**config.mk**
```make
export PLATFORM = sky130hd
export DESIGN_NAME = bram_read_arbiter
export DESIGN_NICKNAME = d
export VERILOG_FILES = /design/src/rtl/bram_read_arbiter.sv
export SDC_FILE = /design/constraint.sdc
export NUM_CORES = 1
export LEC_CHECK = 0
export ABC_AREA = 1
export CAP_MARGIN = 5
export CORE_MARGIN = 2
export CORE_UTILIZATION = 33
export DETAILED_ROUTE_END_ITERATION = 8
export GPL_ROUTABILITY_DRIVEN = 0
export PLACE_DENSITY_LB_ADDON = 0.3
export SYNTH_ARGS = -nofsm -noshare
export SYNTH_HDL_FRONTEND = slang
export SYNTH_SLANG_ARGS = --single-unit
export TNS_END_PERCENT = 100
```
**constraint.sdc**
```tcl
create_clock -name clk -period 2.7 [get_ports clk]
set_input_delay 0.54 -clock clk [delete_from_list [all_inputs] [get_ports clk]]
set_output_delay 0.54 -clock clk [all_outputs]
set_load 0.01 [all_outputs]
```
**src/rtl/bram_read_arbiter.sv**
```systemverilog
// Round-robin arbiter sharing one BRAM read port, with optional burst lock and tagged return path.
// Optional stall statistic enabled by defining ARB_STATS_EN.
module bram_read_arbiter #(
    parameter int NUM_REQ      = 3,
    parameter int ADDR_WIDTH   = 14,
    parameter int DATA_WIDTH   = 32,
    parameter int READ_LATENCY = 1,
    parameter int MAX_LOCK     = 64
) (
    input  logic                          clk,
    input  logic                          rst_n,
    input  logic [NUM_REQ-1:0]            req,
    input  logic [NUM_REQ*ADDR_WIDTH-1:0] req_addr,
    input  logic [NUM_REQ-1:0]            req_lock,
    output logic [NUM_REQ-1:0]            gnt,
    output logic [NUM_REQ-1:0]            rd_valid,
    output logic [DATA_WIDTH-1:0]         rd_data,
    output logic [ADDR_WIDTH-1:0]         bram_rd_addr,
    input  logic [DATA_WIDTH-1:0]         bram_rd_data,
    output logic                          busy,
    output logic [31:0]                   stall_count
);
    localparam int ID_W  = (NUM_REQ > 1) ? $clog2(NUM_REQ) : 1;
    localparam int CNT_W = $clog2(MAX_LOCK + 1);

    typedef enum logic {ARB, LOCKED} state_t;

    state_t                 state_reg;
    logic [ID_W-1:0]        owner_reg;
    logic [ID_W-1:0]        last_winner_reg;
    logic [CNT_W-1:0]       lock_cnt_reg;
    logic [ADDR_WIDTH-1:0]  addr_reg;
    logic [READ_LATENCY-1:0] pipe_valid_reg;
    logic [ID_W-1:0]        pipe_id_reg [READ_LATENCY];

    logic [ADDR_WIDTH-1:0]  addr_arr [NUM_REQ];
    logic [NUM_REQ-1:0]     owner_onehot;
    logic [NUM_REQ-1:0]     excl_mask;
    logic [NUM_REQ-1:0]     cand;
    logic                   lock_active;
    logic                   timeout;
    logic                   win_found;
    logic                   win_lock;
    logic [ID_W-1:0]        win_id;
    logic [ADDR_WIDTH-1:0]  sel_addr;
    int                     idx;

    generate
        for (genvar gi = 0; gi < NUM_REQ; gi++) begin : g_req
            assign addr_arr[gi]     = req_addr[gi*ADDR_WIDTH +: ADDR_WIDTH];
            assign owner_onehot[gi] = (owner_reg == ID_W'(gi));
            assign gnt[gi]          = win_found && (win_id == ID_W'(gi));
            assign rd_valid[gi]     = pipe_valid_reg[READ_LATENCY-1] &&
                                      (pipe_id_reg[READ_LATENCY-1] == ID_W'(gi));
        end
    endgenerate

    assign lock_active = (state_reg == LOCKED) && |(req_lock & owner_onehot) &&
                         (lock_cnt_reg < CNT_W'(MAX_LOCK));
    assign timeout     = (state_reg == LOCKED) && (lock_cnt_reg >= CNT_W'(MAX_LOCK));
    // A timed-out owner steps aside only when someone else is actually waiting.
    assign excl_mask   = (timeout && |(req & ~owner_onehot)) ? owner_onehot : '0;
    assign cand        = req & ~excl_mask;
    assign win_lock    = |(req_lock & gnt);

    always_comb begin
        win_found = 1'b0;
        win_id    = '0;
        idx       = 0;
        if (lock_active) begin
            win_found = |(req & owner_onehot);
            win_id    = owner_reg;
        end else begin
            for (int k = 1; k <= NUM_REQ; k++) begin
                idx = (int'(last_winner_reg) + k) % NUM_REQ;
                if (!win_found && cand[idx]) begin
                    win_found = 1'b1;
                    win_id    = ID_W'(idx);
                end
            end
        end
    end

    always_comb begin
        sel_addr = addr_reg;
        for (int i = 0; i < NUM_REQ; i++) begin
            if (gnt[i]) sel_addr = addr_arr[i];
        end
    end

    assign bram_rd_addr = sel_addr;
    assign rd_data      = bram_rd_data;
    assign busy         = |req || |pipe_valid_reg;

    always_ff @(posedge clk or negedge rst_n) begin
        if (!rst_n) begin
            state_reg       <= ARB;
            owner_reg       <= '0;
            last_winner_reg <= ID_W'(NUM_REQ - 1);
            lock_cnt_reg    <= '0;
            addr_reg        <= '0;
            pipe_valid_reg  <= '0;
            for (int s = 0; s < READ_LATENCY; s++) pipe_id_reg[s] <= '0;
        end else begin
            if (win_found) addr_reg <= sel_addr;
            pipe_valid_reg[0] <= win_found;
            pipe_id_reg[0]    <= win_id;
            for (int s = READ_LATENCY - 1; s > 0; s--) begin
                pipe_valid_reg[s] <= pipe_valid_reg[s-1];
                pipe_id_reg[s]    <= pipe_id_reg[s-1];
            end
            if (lock_active) begin
                // Bubbles (owner idle but still locking) count against the lock budget too.
                if (win_found) last_winner_reg <= owner_reg;
                if (lock_cnt_reg < CNT_W'(MAX_LOCK)) lock_cnt_reg <= lock_cnt_reg + 1'b1;
            end else begin
                if (win_found) last_winner_reg <= win_id;
                if (win_found && win_lock) begin
                    state_reg    <= LOCKED;
                    owner_reg    <= win_id;
                    lock_cnt_reg <= CNT_W'(1);
                end else begin
                    state_reg    <= ARB;
                    lock_cnt_reg <= '0;
                end
            end
        end
    end

`ifdef ARB_STATS_EN
    logic [31:0] stall_count_reg;

    always_ff @(posedge clk or negedge rst_n) begin
        if (!rst_n) begin
            stall_count_reg <= '0;
        end else if (|(req & ~gnt) && (stall_count_reg != 32'hFFFF_FFFF)) begin
            stall_count_reg <= stall_count_reg + 32'd1;
        end
    end

    assign stall_count = stall_count_reg;
`else
    assign stall_count = 32'd0;
`endif

endmodule

```
==> results of run 1 <==
[layout by cell type, fill, tap and decap left out, types with 5 or more instances in the layout]
master           synthesis  final
nand2_1                 86     79
buf_4                   66     72
clkdlybuf4s50_1          0     50
inv_1                   40     33
conb_1                   1     32
dfrtp_1                 28     28
nand3_1                 28     19
nand3_2                 10     16
nand2_2                  6     12
nor2_1                  12     12
buf_2                    0     10
inv_2                    4      9
o21a_1                   9      9
clkbuf_8                 0      6
nand4_1                  5      5
or2_2                    5      5
dlygate4sd2_1            0      5
[per-stage QoR]
step / worst slack [ns] / hold slack [ns] / std cells
final: -0.575 / 0.514 / 563
after global routing: -0.758 / 0.540 / 563
after CTS: -0.577 / 0.515 / 559
after detailed placement: -1.02 / 0.507 / 533
after global placement: -0.914 / 0.477 / 533
after floorplan: 0.0187 / 0.244 / 377
[area by class of cell]
| type | count | area [sq um] | area share (%) |
|---|---|---|---|
| multi-input cells | 235 | 1350 | 35.9 |
| inverters | 44 | 175 | 4.66 |
| clock buffers | 7 | 86.3 | 2.30 |
| repair buffers | 149 | 1300 | 34.6 |
| flip-flops and latches | 29 | 727 | 19.3 |
| well taps | 99 | 124 | 3.30 |
[kinds of logic (layout without fill, tap and decap cells)]
| logic type | count (synthesis) | after routing | share of synthesized area [%] |
|---|---|---|---|
| xor+xnor | 1 | 1 | 0.349 |
| compound gates | 29 | 29 | 7.47 |
| flops | 29 | 29 | 28.9 |
| fa+ha+maj | 3 | 3 | 1.49 |
| other cells | 1 | 32 | 0.149 |
| buf+inv | 113 | 200 | 27.3 |
| simple gates | 170 | 170 | 34.3 |
[metal layers]
layer,track usage [%],wire length (microns),up-vias
li1,-,-,1224
met5,0,0,-
met2,26.5,3140,82
met1,18.5,2630,1039
met3,5.15,498,11
met4,4.42,70,0
[worst min-delay path by stage]
stage | from | endpoint | slack (ns) | cells after the start
final | lock_cnt_reg[0]$_DFFE_PN0P_ | lock_cnt_reg[0]$_DFFE_PN0P_ | 0.51 | 1
after global routing | lock_cnt_reg[0]$_DFFE_PN0P_ | lock_cnt_reg[0]$_DFFE_PN0P_ | 0.54 | 1
after CTS | lock_cnt_reg[0]$_DFFE_PN0P_ | lock_cnt_reg[0]$_DFFE_PN0P_ | 0.52 | 1
after detailed placement | lock_cnt_reg[0]$_DFFE_PN0P_ | lock_cnt_reg[0]$_DFFE_PN0P_ | 0.51 | 1
after global placement | lock_cnt_reg[0]$_DFFE_PN0P_ | lock_cnt_reg[0]$_DFFE_PN0P_ | 0.48 | 1
after floorplan | rst_n | addr_reg[0]$_DFFE_PN0P_ | 0.24 | 0
[where the power goes]
part,switching (W),total (W),internal (W),leakage (nW)
Clock,0.000147,0.000348,0.000201,0.0443
Sequential,0.0000716,0.000729,0.000657,0.357
Combinational,0.00275,0.00559,0.00284,1.56
[synth_stat cells, drive strengths merged]
cell / n / area [sq um]
a21oi: 9 / 56.3
buf: 68 / 518
clkbuf: 1 / 3.75
conb: 1 / 3.75
dfrtp: 28 / 701
dfstp: 1 / 26.3
ha: 3 / 37.5
inv: 44 / 165
nand2: 96 / 414
nand3: 39 / 258
nand4: 5 / 31.3
nor2: 13 / 56.3
nor3: 4 / 20.0
nor4: 2 / 12.5
o21a: 9 / 67.6
o21ai: 7 / 35.0
o21bai: 3 / 22.5
o22ai: 1 / 6.26
or2: 11 / 68.8
xor2: 1 / 8.76
[repair_timing]
action                     in CTS  in global routing
pin swaps                      18                  3
setup endpoints to repair      17                 23
buffers inserted               19                  4
cloned                          0                  0
gates resized for setup        93                 11
==> out/results.ini, run 1 <==
[worst_setup_path]
worst-path-buf-inv = 4
end_kind = output port
cp.required_ns = 2.16
regToRegStartpoint = owner_reg[1]$_DFFE_PN0P_
cp-startpoint = owner_reg[1]$_DFFE_PN0P_
cp_top_family = simple AND/OR/NAND/NOR gates
cp_slowest_cell = dfrtp_1
cp_max_fo = 7
r2r-end = lock_cnt_reg[0]$_DFFE_PN0P_
critPathKind = flop to output port
ff2ff_path_depth = 20
crit_cells = 20
arrival_ns = 2.73
cp_cell_sequence = inv_2 -> nand2_2 -> nand2_2 -> nand3_4 -> nand3_4 -> nand3_2 -> nand2_1 -> nand2_1 -> nand2_2 -> nand4_1 -> nand2_1 -> nand2_2 -> nand2_8 -> nand2_8 -> buf_6 -> buf_4 -> or2_1 -> nand3_2 -> nand2_1 -> buf_2
cpPeakStageDelay_ns = 0.41
critical_path.startpoint_type = flop
r2r_setup_slack_ns = 0.14
endpoint = bram_rd_addr[7]

[cells_and_area]
fillers = 701
syn_to_final_growth_pct = 49.6
finalNetCount = 549
finish.utilization_pct = 51.3
fin_area_sq_um = 3760
drive_gt1_share_pct = 35.1
largest_reg_flops = 14
diodes = 0

[clocking]
path_clk_slew_ns = 0.06
cts_buffers = 5
cts_tree = done
clockBufferDepth = 2
h-tree-depth = 2
clock-root-buffer = clkbuf_8
cts_sinks = 29
clkLatencyLatePin_ns = 0.27
postCtsHoldBufs = 0

[global_routing]
grt_pass1_wl_microns = 10600
grt.total_usage_pct = 15.5
grt_antenna_before_repair = 0
grt_pass1_vias = 2404
gr-total-overflow = 0
grt_max_degree = 30

[sta]
period_needed_ns = 3.27
timing.final.crit_share_pct = 121
fin_ws_ns = -0.575
maxSlewViolCount = 0
hold_viol = 0
clock-skew-final_ns = 0.00344
tns_ns = -8.65
max_clock_freq_mhz = 305
rsz0062_at_grt = yes
finalSetupViolations = 17

[floorplanning]
die_h_microns = 91.3
die_w_microns = 91.3
num_rows = 31
initial_core_util_pct = 34.3
num_io_pins = 167
dieArea_sq_um = 8330
coreArea_sq_um = 7330

[run_status]
status = finished with violations
violations = setup timing

[synth]
synthCells = 346
ys_seq_area_share_pct = 28.9
ys_warn_count = 0
syn-cell-area_sq_um = 2510
synth_area_per_cell_sq_um = 7.26
ys_types = 32
ys_ff_latch = 29

[route]
vias = 2356
firstDrtPassIters = 4
post-route-drc-count = 0
ant_nets = 0
totalWireLength_microns = 6340
routedWlPerCell_microns = 11.3
viasPerCell = 4.18
drt_iter0_drc = 80

[power_and_ir_drop]
max-vdd-ir-drop_v = 0.00112
leakage_nw = 1.96
power_density_nw_per_um2 = 1770
p_total_w = 0.00666

[placed_design]
place_area_sq_um = 3400
numPortBuffers = 70
dp_hpwl_microns = 4540

[hold_path]
hold_class = flop to flop

[flow_run]
drv_cap = 0

No activity file was read; power rests on OpenSTA's default activity.
==> inputs of run 2 (changes only) <==
- SLEW_MARGIN: not set -> 30
==> results of run 2 <==
No change in the layout: final DEF, timing and power equal those of run 1.
==> RTL change: new RTL, settings of run 1 <==
The parameter `DATA_WIDTH` goes from 32 to 40.
--- a/src/rtl/bram_read_arbiter.sv
+++ b/src/rtl/bram_read_arbiter.sv
@@ -5,3 +5,3 @@
     parameter int ADDR_WIDTH   = 14,
-    parameter int DATA_WIDTH   = 32,
+    parameter int DATA_WIDTH   = 40,
     parameter int READ_LATENCY = 1,
Ports: changed (resized bram_rd_data and rd_data); port bits go from 167 to 183. The function was not compared with the original's and may differ.
==> RTL change against run 1 <==
- the flow still finishes with violations (setup timing)
- critical path depth stayed put
- register-to-register slack worse by 0.65 ns
- wire length is 9.7% higher
- utilization is 1.3 points higher
- area after synthesis is 2.4% higher
- power is 17% higher
- synthesized cell count is 2.3% higher
- via count is 6.3% higher
- setup slack worse by 0.0097 ns
- sequential cell count stayed put
- design area is 6.9% higher
- highest routed layer unchanged
==> RTL change: results (changes against run 1) <==
outcome:
  status: "finished, violations left"
  violations: "setup timing"
critical_path:
  cp_slowest_stage_delay_ns: 0.43  # +0.02 ns
  critPathArrivalTime_ns: 2.74  # about the same
pwr:
  peakVddDrop_mv: 1.12  # +0.34%
  seqPwrFrac_pct: 9.4  # -1.5 points
  sw_frac_of_total_pct: 43.7  # -0.81 points
  clkPwrFrac_pct: 4.7  # -0.5 points
logic_synthesis:
  yosysSeqAreaShare_pct: 28.3  # -0.68 points
  synth_compound_area_share_pct: 7.30  # -0.17 points
  synthCells: 354  # +2.3%
  synth_xor_area_share_pct: 0.340  # -0.0081 points
cells_and_area:
  clk_share_pct: 2.24  # -0.055 points
  buffer_area_share_pct: 35.4  # +0.84 points
  nNonClkInverters: 45  # +2.3%
  sh_seq_area_pct: 18.1  # -1.3 points
  num-clock-buffers: 8  # +1
  syn_to_final_growth_pct: 56.2
placed_design:
  place_area_mm2: 0.00339  # -0.40%
  place_ws_ns: -0.981  # +0.0355 ns
sta:
  setup_viol: 18  # +1
  fin_ws_ns: -0.585  # -0.00974 ns
  fin_setup_tns_ns: -8.63  # +0.0150 ns
  clock_skew_ns: 0.00817  # +0.00472 ns
grt:
  grt_first_pass_wirelength_um: 11200  # +5.7%
  grt_util_all_layers_pct: 16.2  # +0.76 points
route:
  vias_per_cell: 4.30  # +2.8%
  wirelength_um: 6960  # +9.7%
  drt-initial-drc-count: 65  # -19%
floorplan:
  taps: 102  # +3.0%
clock_network:
  postCtsSetupBuffers: 28  # +9
  ctsResizeCount: 126  # +35%
-- RTL change: cell types whose count changed after synthesis, sizes merged --
cell	before	now
buf	68	76
-- RTL change: layer usage --
layer  GRT usage (%)  routed length, um  vias to the layer above
li1                -                  -                     1259
met1            18.8               2860                     1139
met2            28.1               3470                       98
met3            6.18                555                        8
met4            4.35                 69                        0
met5               0                  0                        -
-- RTL change: path summary, 6_finish.rpt --
| kind | slack (ns) | startpoint | depth (start not counted) | end |
|---|---|---|---|---|
| setup reg to reg | -0.51 | owner_reg[1] | 26 | addr_reg[8] |
| min in group asynchronous | 0.65 | rst_n | 2 | addr_reg[10] |
| max in group asynchronous | 1.72 | rst_n | 2 | last_winner_reg[1] |
| setup / recovery | -0.58 | owner_reg[1] | 20 | bram_rd_addr[11] |
| hold / removal | 0.49 | lock_cnt_reg[0] | 1 | lock_cnt_reg[0] |
| hold reg to reg | 0.49 | lock_cnt_reg[0] | 1 | lock_cnt_reg[0] |
